File: src/rtl/bounce_gen.sv
// Switch-contact bounce emulator: on a level change it emits 2*N_BOUNCE+1 toggles
// at LFSR-drawn intervals, then holds the level for 2^W cycles before reporting done.
module bounce_gen #(
  parameter int unsigned N_BOUNCE = 3,
  parameter int unsigned W        = 4,
  parameter logic [7:0]  SEED     = 8'hA5
) (
  input  logic clk,
  input  logic rst,
  input  logic start,
  input  logic level,
  output logic bounce_out,
  output logic busy,
  output logic done
);

  localparam logic [7:0]  SEED_EFF   = (SEED == 8'h00) ? 8'h01 : SEED;
  localparam int unsigned TOG_MAX    = 2 * N_BOUNCE + 1;
  localparam int unsigned TW         = $clog2(TOG_MAX + 1);
  localparam logic [TW-1:0] TOG_PEN  = TW'(TOG_MAX - 1);
  localparam logic [W:0]  SETTLE_LEN = {1'b1, {W{1'b0}}};
  localparam logic [W:0]  CNT_ONE    = (W+1)'(1);

  typedef enum logic [1:0] {IDLE, GLITCH, SETTLE} state_t;

  state_t        state_q;
  logic [7:0]    lfsr_q, lfsr_d;
  logic [W:0]    cnt_q, ival;
  logic [TW-1:0] tog_q;
  logic          level_q;
  logic          ack_q;

  always_comb begin
    lfsr_d = {lfsr_q[6:0], lfsr_q[7] ^ lfsr_q[5] ^ lfsr_q[4] ^ lfsr_q[3]};
    ival   = {1'b0, lfsr_q[W-1:1], 1'b1};
  end

  always_ff @(posedge clk or posedge rst) begin
    if (rst) begin
      state_q    <= IDLE;
      lfsr_q     <= SEED_EFF;
      cnt_q      <= '0;
      tog_q      <= '0;
      level_q    <= 1'b0;
      ack_q      <= 1'b0;
      bounce_out <= 1'b0;
      busy       <= 1'b0;
      done       <= 1'b0;
    end else begin
      lfsr_q <= lfsr_d;
      done   <= 1'b0;
      ack_q  <= 1'b0;
      case (state_q)
        IDLE: begin
          // A no-op request acknowledges one edge later; start on that edge is ignored.
          if (ack_q) begin
            done <= 1'b1;
          end else if (start) begin
            if (level != bounce_out) begin
              bounce_out <= ~bounce_out;
              level_q    <= level;
              tog_q      <= TW'(1);
              busy       <= 1'b1;
              if (TOG_MAX == 1) begin
                state_q <= SETTLE;
                cnt_q   <= SETTLE_LEN;
              end else begin
                state_q <= GLITCH;
                cnt_q   <= ival;
              end
            end else begin
              ack_q <= 1'b1;
            end
          end
        end
        GLITCH: begin
          if (cnt_q == CNT_ONE) begin
            tog_q <= tog_q + TW'(1);
            if (tog_q == TOG_PEN) begin
              bounce_out <= level_q;
              state_q    <= SETTLE;
              cnt_q      <= SETTLE_LEN;
            end else begin
              bounce_out <= ~bounce_out;
              cnt_q      <= ival;
            end
          end else begin
            cnt_q <= cnt_q - CNT_ONE;
          end
        end
        SETTLE: begin
          if (cnt_q == CNT_ONE) begin
            busy    <= 1'b0;
            done    <= 1'b1;
            state_q <= IDLE;
            cnt_q   <= '0;
            tog_q   <= '0;
          end else begin
            cnt_q <= cnt_q - CNT_ONE;
          end
        end
        default: state_q <= IDLE;
      endcase
    end
  end

endmodule

File: config.mk
export PLATFORM = sky130hd
export DESIGN_NAME = bounce_gen
export DESIGN_NICKNAME = d
export VERILOG_FILES = /design/src/rtl/bounce_gen.sv
export SDC_FILE = /design/constraint.sdc
export NUM_CORES = 1
export LEC_CHECK = 0
export BUFFER_PORTS_ARGS = -buffer_cell sky130_fd_sc_hd__buf_2
export CORE_MARGIN = 3
export CORE_UTILIZATION = 35
export DETAILED_ROUTE_END_ITERATION = 8
export SLEW_MARGIN = 20
export SYNTH_ARGS = -nofsm -noshare
export SYNTH_HDL_FRONTEND = slang
export SYNTH_SLANG_ARGS = --single-unit
File: constraint.sdc
create_clock -name clk -period 5.2 [get_ports clk]
set_input_delay 0.52 -clock clk [delete_from_list [all_inputs] [get_ports clk]]
set_output_delay 0.52 -clock clk [all_outputs]
set_load 0.1 [all_outputs]
# --- Word level (Yosys, flattened, before mapping) ---
# Index checks and enable logic that the tools add are counted.
totals:
  ff_bits: 23
  input_bits: 4
  out_inout_bits: 3
  elab_cells: 75
op_classes:
  addsub: 2
  eq_ne: 11
  muxes: 38
  bitwise: 5
  reduce_logical: 10
ops:
  columns: ["cell", "n"]
  rows:
  - ["5-bit two-way mux", 6]
  - ["1-bit two-way mux", 15]
  - ["3-bit two-way mux", 5]
  - ["5-bit case mux with 3 select lines", 1]
  - ["2-bit two-way mux", 6]
  - ["2-bit != test, second input constant", 6]
  - ["6-bit AND reduction", 2]
  - ["5-bit AND reduction", 2]
  - ["3-bit case mux with 3 select lines", 1]
  - ["4-bit AND reduction", 2]
  - ["1-bit case mux with 2 select lines", 3]
  - ["2-bit case mux with 3 select lines", 1]
  - ["5-bit by 1-bit equality test with 1-bit output, second input constant", 1]
  - ["5-bit by 1-bit subtractor with 5-bit output, second input constant", 1]
  - ["2-bit nonzero test", 2]
  - ["3-bit by 1-bit adder with 3-bit output, second input constant", 1]
  - ["3-bit equality test, second input constant", 1]
  - ["3-bit nonzero test", 1]
  - ["1-bit XOR", 3]
  - ["2-bit by 1-bit equality test with 1-bit output, second input constant", 1]
  - ["2-bit equality test, second input constant", 1]
  - ["2-bit logical NOT", 1]
  - ["1-bit NOT", 2]
  - ["1-bit != test", 1]

# --- Logic depth before layout (Yosys ltp) ---
# Gate-level depths: netlist of run 1.
logic_depth:
  word_depth: 5
  ltp_mapped: 7
  mapped_depth_nobuf: 6

# --- Worst setup path before layout of run 1 ---
# Ideal clock, no wire load.
synth_timing:
  path_kind: "reg-to-reg"
  from: "register bounce_out"
  to: "register tog_q[2]"
  setup_ps: 110
  arrival_ps: 2070
  t_required_ps: 5090
  path_slack_ps: 3020
  path_stages_with_launch: 5
  n_path_buf: 0
  period_less_slack_ps: 2180
  cell_sequence: "dfrtp_1 xnor2_1 o31a_1 or2_1 o41ai_1"
synth_between:
  elab_chain_len: 3
synth_lines:
  columns: ["item", "line", "text"]
  rows:
  - ["from (decl)", "12", "output logic bounce_out,"]
  - ["from (signal assigned)", "60", "bounce_out <= ~bounce_out;"]
  - ["from (signal assigned)", "80", "bounce_out <= level_q;"]
  - ["from (signal assigned)", "84", "bounce_out <= ~bounce_out;"]
  - ["1-bit != test", "59", "if (level != bounce_out) begin"]
  - ["2-bit != test (no source line)", null, null]
  - ["6-bit AND reduction (no source line)", null, null]
  - ["to (signal assigned)", "78", "tog_q <= tog_q + TW'(1);"]
  - ["to (decl)", "29", "logic [TW-1:0] tog_q;"]
# Every way passes these cells.
# A chain may end at the register's enable or synchronous reset.

# --- Final worst setup path of run 1 ---
layout_timing:
  from: "register state_q[1]"
  to: "register tog_q[2]"
layout_between:
  elab_chain_len: 3
layout_lines:
  columns: ["item", "line", "text"]
  rows:
  - ["from (decl)", "26", "state_t state_q;"]
  - ["from (signal assigned)", "40", "state_q <= IDLE;"]
  - ["from (signal assigned)", "65", "state_q <= SETTLE;"]
  - ["from (signal assigned)", "68", "state_q <= GLITCH;"]
  - ["2-bit equality test, or another cell as far along", "53", "case (state_q)"]
  - ["2-bit != test (no source line) / 3-bit nonzero test (equally long branches)", null, null]
  - ["6-bit AND reduction (no source line)", null, null]
# Several ways; a longest one is shown, not always the timed one.

==> results.json, run 1 <==
{
  "critical_path_buf_inv_count": 1,
  "r2r_setup_slack_ns": 3.12,
  "detail_route.first_pass.iterations": 4,
  "maxSlewHeadroom": 0.405,
  "place.detailed.instances": 165,
  "placed_area_um2": 1300,
  "fin_skew_ns": 0.00678,
  "portBuffers": 6,
  "postSynthCellCount": 118,
  "finalHoldWorstSlack_ns": 0.354,
  "total_number_of_h_tree_levels": 1,
  "antenna_left": 0,
  "drt-initial-drc-count": 53,
  "final.setup.worst_slack_ns": 3.12,
  "tritoncts": "done",
  "synth.most_common_cell": "dfrtp_1",
  "detailroute.via_count": 894,
  "grt_setup_unrepaired": "false",
  "setup.worst_path.start_class": "register",
  "area.sequential_um2": 581,
  "dp_hpwl_um": 1710,
  "route.top_layer_used": "met4",
  "cp_data_arrival_time_ns": 2.31,
  "wl_met3_um": 58,
  "non_filler_cells_in_the_finished_layout": 169,
  "regToRegEndpoint": "tog_q[2]$_DFFE_PP0P_",
  "grt_max_degree": 24,
  "place_congestion": 0.788,
  "fill_count": 333,
  "synthesis.nets": 130,
  "ys_top_cells_by_count": "dfrtp_1 (19), o21ai_0 (11), inv_1 (10)",
  "drcViolationCount": 0,
  "critPathKind": "register to register",
  "predominant_post_synthesis_flop_cell": "dfrtp_1",
  "drv.max_cap_violation_count": 0,
  "numClockSinks": 23,
  "m1WireLength_um": 1170,
  "clock_insertion_delay_worst_skew_ns": 0.33,
  "synth-seq-cells": 23,
  "postCtsSetupRepairBufs": 0,
  "total_leakage_power_nw": 0.578,
  "yosys.area.top_type": "dfrtp_1",
  "critPathRequiredTime_ns": 5.43,
  "timing.critical_path.fanout_max": 15,
  "post-synth-top-area-fraction": 0.384,
  "starting_density_of_the_core": 0.386,
  "vdd_drop_max_v": 0.000181,
  "multiInputGateArea_um2": 601,
  "tritoncts_buffers": 3,
  "post_synth_instance_area_um2": 1240,
  "synth-async-reset-ratio": 1.00,
  "power_density_nw_per_um2": 515,
  "io_pins": 7,
  "final_cell_area_um2": 1330,
  "nNetsFinal": 138,
  "synth.lib_cells_used.distinct": 44,
  "cts_max_path_buffers": 2,
  "timing.critical_path.slowest_stage_cell": "dfrtp_1",
  "drt-vias-per-instance": 5.29,
  "synth_area_leaders": "dfrtp_1 (38%), dfstp_2 (8.5%), ha_1 (8.1%), o21ai_0 (4.4%), inv_1 (3.0%)",
  "grt_pass1_wl_um": 4400,
  "cts.clk_slew.worst_paths_ns": 0.14,
  "timing_hold_violations_final": 0,
  "critical_path.max_stage_delay_ns": 0.43,
  "core_region_area_um2": 3200,
  "antenna_cells_inserted": 0,
  "worst_hold_path_type": "input port to async pin",
  "vias_in_the_first_global_route": 942,
  "syn_avg_cell_area_um2": 10.5,
  "number_of_standard_cell_rows_in_the_floorplan": 20,
  "timing.critical_path.cells": "inv_1, ha_1, or2_2, o31a_1, or2_1, o41ai_1",
  "groute.usage.overall": 0.133,
  "fmax_ghz": 0.480,
  "layout_min_cycle_time_ns": 2.08,
  "number_of_synthesized_flops_with_an_enable_pin": 0,
  "cpLargestDelayFamily": "simple AND/OR/NAND/NOR gates",
  "global_route.overflow_total": 0,
  "cts.repair.resized": 0,
  "dr_wl_met2_um": 1110,
  "chipHeight_um": 65.5,
  "synthToLayoutAreaGrowth_pct": 7.79,
  "cts.hold.buffers_added": 0,
  "synth_seq_area_share": 0.469,
  "period_share": 0.400,
  "fp.dieArea_um2": 4290,
  "route.final.wire_length_um": 2390,
  "drive_gt1_frac": 0.168,
  "setup_violations": 0,
  "die_w_um": 65.5,
  "setup-tns-final_ns": 0,
  "slew_viol_final": 0,
  "detail_route.wl_per_cell_um": 14.1,
  "cts_root_buf": "clkbuf_4",
  "worst-r2r-cell-count": 6,
  "outcome": "complete, no violations",
  "place_ws_ns": 3.15,
  "rr_startpoint": "state_q[1]$_DFFE_PP0P_",
  "initial_antenna_violation_count": 0,
  "critical_path.endpoint_type": "register",
  "yosys_warnings": 0,
  "max_slew.worst_pin.slew_ns": 0.892
}
layer usage:
| metal | track usage | vias up |
|---|---|---|
| met1 | 0.175 | 433 |
| met5 | 0 | - |
| li1 | - | 447 |
| met3 | 0.0222 | 5 |
| met4 | 0.0622 | 0 |
| met2 | 0.212 | 9 |
cell usage in the layout, fill, tap and decap left out, types with 4 or more instances in the layout:
master	n
dfrtp_1	19
a21oi_1	5
nor2_1	5
nand2_1	7
o31ai_1	4
inv_1	10
dfstp_2	4
ha_1	8
buf_2	6
o21ai_0	11
nor3_1	4
layout make-up:
class	count	share of cell area
repair buffers	6	0.0225
clock inverters	1	0.00563
clock buffers	3	0.0169
inverters	10	0.0281
flip-flops and latches	23	0.435
well taps	44	0.0413
multi-input cells	82	0.450
power breakdown:
group / total [mW] / leakage (nW) / switching [mW] / internal (mW)
Clock: 0.0907 / 0.0139 / 0.0613 / 0.0294
Combinational: 0.346 / 0.279 / 0.225 / 0.121
Sequential: 0.250 / 0.285 / 0.0354 / 0.215
Total: 0.687 / 0.578 / 0.322 / 0.365
metrics by stage:
stage               power, mW  utilization
finish                  0.687        0.416
global route            0.746        0.416
CTS                     0.690        0.416
detailed placement      0.600        0.407
global placement        0.591        0.407
floorplan               0.543            -
how the worst max path moves through the flow:
stage / endpoint / startpoint / cells after the start
3_3_place_gp: state_q[1]$_DFFE_PP0P_ / cnt_q[1]$_DFFE_PP0P_ / 6
2_1_floorplan: tog_q[2]$_DFFE_PP0P_ / bounce_out$_DFFE_PP0P_ / 4
3_5_place_dp: tog_q[2]$_DFFE_PP0P_ / state_q[0]$_DFFE_PP0P_ / 6
4_1_cts: tog_q[2]$_DFFE_PP0P_ / state_q[0]$_DFFE_PP0P_ / 6
6_report: tog_q[2]$_DFFE_PP0P_ / state_q[1]$_DFFE_PP0P_ / 6
5_1_grt: cnt_q[3]$_DFFE_PP0P_ / cnt_q[1]$_DFFE_PP0P_ / 6
registers in the layout, summed over array words and instances (netlist names):
register / cells
done: 1
state_q: 2
level_q: 1
ack_q: 1
lfsr_q: 8
busy: 1
tog_q: 3
cnt_q: 5
bounce_out: 1
logic make-up (layout without fill, tap and decap cells):
family | Yosys count | count (layout) | synth area share
compound gates | 36 | 36 | 0.205
fa+ha+maj | 8 | 8 | 0.0809
mux | 3 | 3 | 0.0253
simple gates | 31 | 31 | 0.146
xor+xnor | 4 | 4 | 0.0283
flops | 23 | 23 | 0.469
buf+inv | 13 | 20 | 0.0455
Power figures use the tool's default switching activity.
==> run 2: changes to the inputs <==
==> constraint.sdc (replaced) <==
create_clock -name clk -period 1.7 [get_ports clk]
set_input_delay 0.17 -clock clk [delete_from_list [all_inputs] [get_ports clk]]
set_output_delay 0.17 -clock clk [all_outputs]
set_load 0.1 [all_outputs]
==> results.json, run 2 (synthesis results as in run 1) <==
{
  "p_sw_mw": 1.20,
  "total_leakage_power_nw": 0.729,
  "detail_route.wl_per_cell_um": 14.6,
  "drcViolationCount": 0,
  "detailroute.via_count": 1019,
  "groute.usage.overall": 0.144,
  "holdPathStages": 2,
  "vias_in_the_first_global_route": 1045,
  "setup_violations": 8,
  "worst-r2r-cell-count": 6,
  "layout_min_cycle_time_ns": 1.75,
  "place_ws_ns": -0.0841,
  "cts_root_buf": "clkbuf_4",
  "core_region_area_um2": 3200,
  "grt_max_degree": 14,
  "tritoncts": "done",
  "place_congestion": 0.815,
  "largest_register": "lfsr_q",
  "critPathRequiredTime_ns": 1.93,
  "critical_path.endpoint_type": "register",
  "cts.clk_slew.worst_paths_ns": 0.13,
  "worst_hold_path_type": "input port to register",
  "grt_setup_unrepaired": "true",
  "total_number_of_h_tree_levels": 1,
  "drt-initial-drc-count": 45,
  "setup.worst_path.start_class": "register",
  "clock_power_share": 0.096,
  "io_pins": 7,
  "p_sw_frac": 0.445,
  "fin_skew_ns": 0.0134,
  "grt_pass1_wl_um": 4860,
  "global_route.overflow_total": 0,
  "timing_hold_violations_final": 0,
  "drt-vias-per-instance": 5.25,
  "critPathKind": "register to register",
  "final_cell_mix": "buf_4 (22), dfrtp_1 (18), o21ai_0 (8)",
  "non_filler_cells_in_the_finished_layout": 194,
  "route.final.wire_length_um": 2830,
  "detail_route.first_pass.iterations": 4,
  "placed_area_um2": 1470,
  "drive_gt1_frac": 0.440,
  "setup-tns-final_ns": -0.174,
  "cp_data_arrival_time_ns": 1.98,
  "cts_max_path_buffers": 2,
  "period_share": 1.03,
  "violations": "setup timing",
  "portBuffers": 6,
  "fmax_ghz": 0.571,
  "final_cell_area_um2": 1660,
  "fp.dieArea_um2": 4290,
  "slew_viol_final": 0,
  "largest_register_ffs": 8,
  "drv.max_cap_violation_count": 0,
  "vdd_drop_max_v": 0.000624,
  "dp_hpwl_um": 1930,
  "numClockSinks": 23,
  "layout_commonest_cell": "buf_4",
  "chipHeight_um": 65.5,
  "timing.critical_path.fanout_max": 8,
  "fill_count": 306,
  "starting_density_of_the_core": 0.386,
  "tritoncts_buffers": 3,
  "maxSlewHeadroom": 0.678,
  "nNetsFinal": 163,
  "final.setup.worst_slack_ns": -0.0515,
  "clock_insertion_delay_worst_skew_ns": 0.32,
  "number_of_standard_cell_rows_in_the_floorplan": 20,
  "place.detailed.instances": 183,
  "outcome": "complete, but fails checks",
  "power_density_nw_per_um2": 1620,
  "die_w_um": 65.5,
  "initial_antenna_violation_count": 0,
  "antenna_left": 0,
  "antenna_cells_inserted": 0,
  "power.share.sequential": 0.283,
  "max_slew.worst_pin.slew_ns": 0.478,
  "largest_registers": "lfsr_q: 8 flops, cnt_q: 5 flops, tog_q: 3 flops",
  "synthToLayoutAreaGrowth_pct": 34.4,
  "power.combinational.fraction": 0.621,
  "p_int_mw": 1.49
}
==> run 2: layout make-up <==
cell class                 count  area, um^2  share of cell area
multi-input combinational     82         738               0.444
inverter                      10        37.5              0.0226
timing repair buffer          31         221               0.133
sequential                    23         584               0.351
tap                           44        55.1              0.0331
clock buffer                   4        26.3              0.0158
==> run 2: final timing paths <==
kind | start | to | slack (ns)
min | level | level_q$_DFFE_PP0P_ | 0.14
max | cnt_q[1]$_DFFE_PP0P_ | bounce_out$_DFFE_PP0P_ | -0.05
max in group asynchronous | rst | lfsr_q[2]$_DFF_PP1_ | 0.72
min reg2reg | lfsr_q[6]$_DFF_PP0_ | lfsr_q[7]$_DFF_PP1_ | 0.36
max reg2reg | cnt_q[1]$_DFFE_PP0P_ | bounce_out$_DFFE_PP0P_ | -0.05
min in group asynchronous | rst | bounce_out$_DFFE_PP0P_ | 0.36
==> run 2: metal layers <==
| layer | GRT usage | vias up | part of all wire | wire length (um) |
|---|---|---|---|---|
| li1 | - | 493 | - | - |
| met1 | 0.186 | 513 | 0.46 | 1310 |
| met4 | 0.0389 | 0 | 0.011 | 31 |
| met3 | 0.0359 | 5 | 0.025 | 70 |
| met2 | 0.240 | 8 | 0.50 | 1420 |
| met5 | 0 | - | 0 | 0 |
==> run 2: power groups by stage <==
stage | registers (mW) | logic (mW) | clock network [mW]
after global placement | 0.760 | 1.34 | 0
after floorplan | 0.904 | 0.824 | 0
after global routing | 0.780 | 1.81 | 0.292
after CTS | 0.757 | 1.49 | 0.271
after detailed placement | 0.766 | 1.38 | 0
final | 0.760 | 1.67 | 0.258
==> run 2: repair_timing <==
item	CTS	global route
pin swaps	7	6
hold buffers	1	0
setup buffers	3	2
endpoints found under the setup margin	10	12
gates cloned	0	1
hold endpoints to repair	10	0
gates resized for setup	7	18
==> run 2: worst max-delay path, cell delays in order, from the launching register on <==
cell	delay (ns)
dfrtp_1	0.41
inv_2	0.08
ha_4	0.12
or4b_4	0.56
nand2_1	0.13
o2111ai_1	0.11
a22o_1	0.26
==> run 2: metrics by stage <==
| step | total power [mW] | hold slack, ns | utilization |
|---|---|---|---|
| after floorplan | 1.73 | 0.169 | - |
| after global placement | 2.10 | 0.179 | 0.460 |
| after detailed placement | 2.14 | 0.190 | 0.460 |
| after CTS | 2.52 | 0.134 | 0.492 |
| after global routing | 2.88 | 0.131 | 0.519 |
| final | 2.69 | 0.143 | 0.519 |
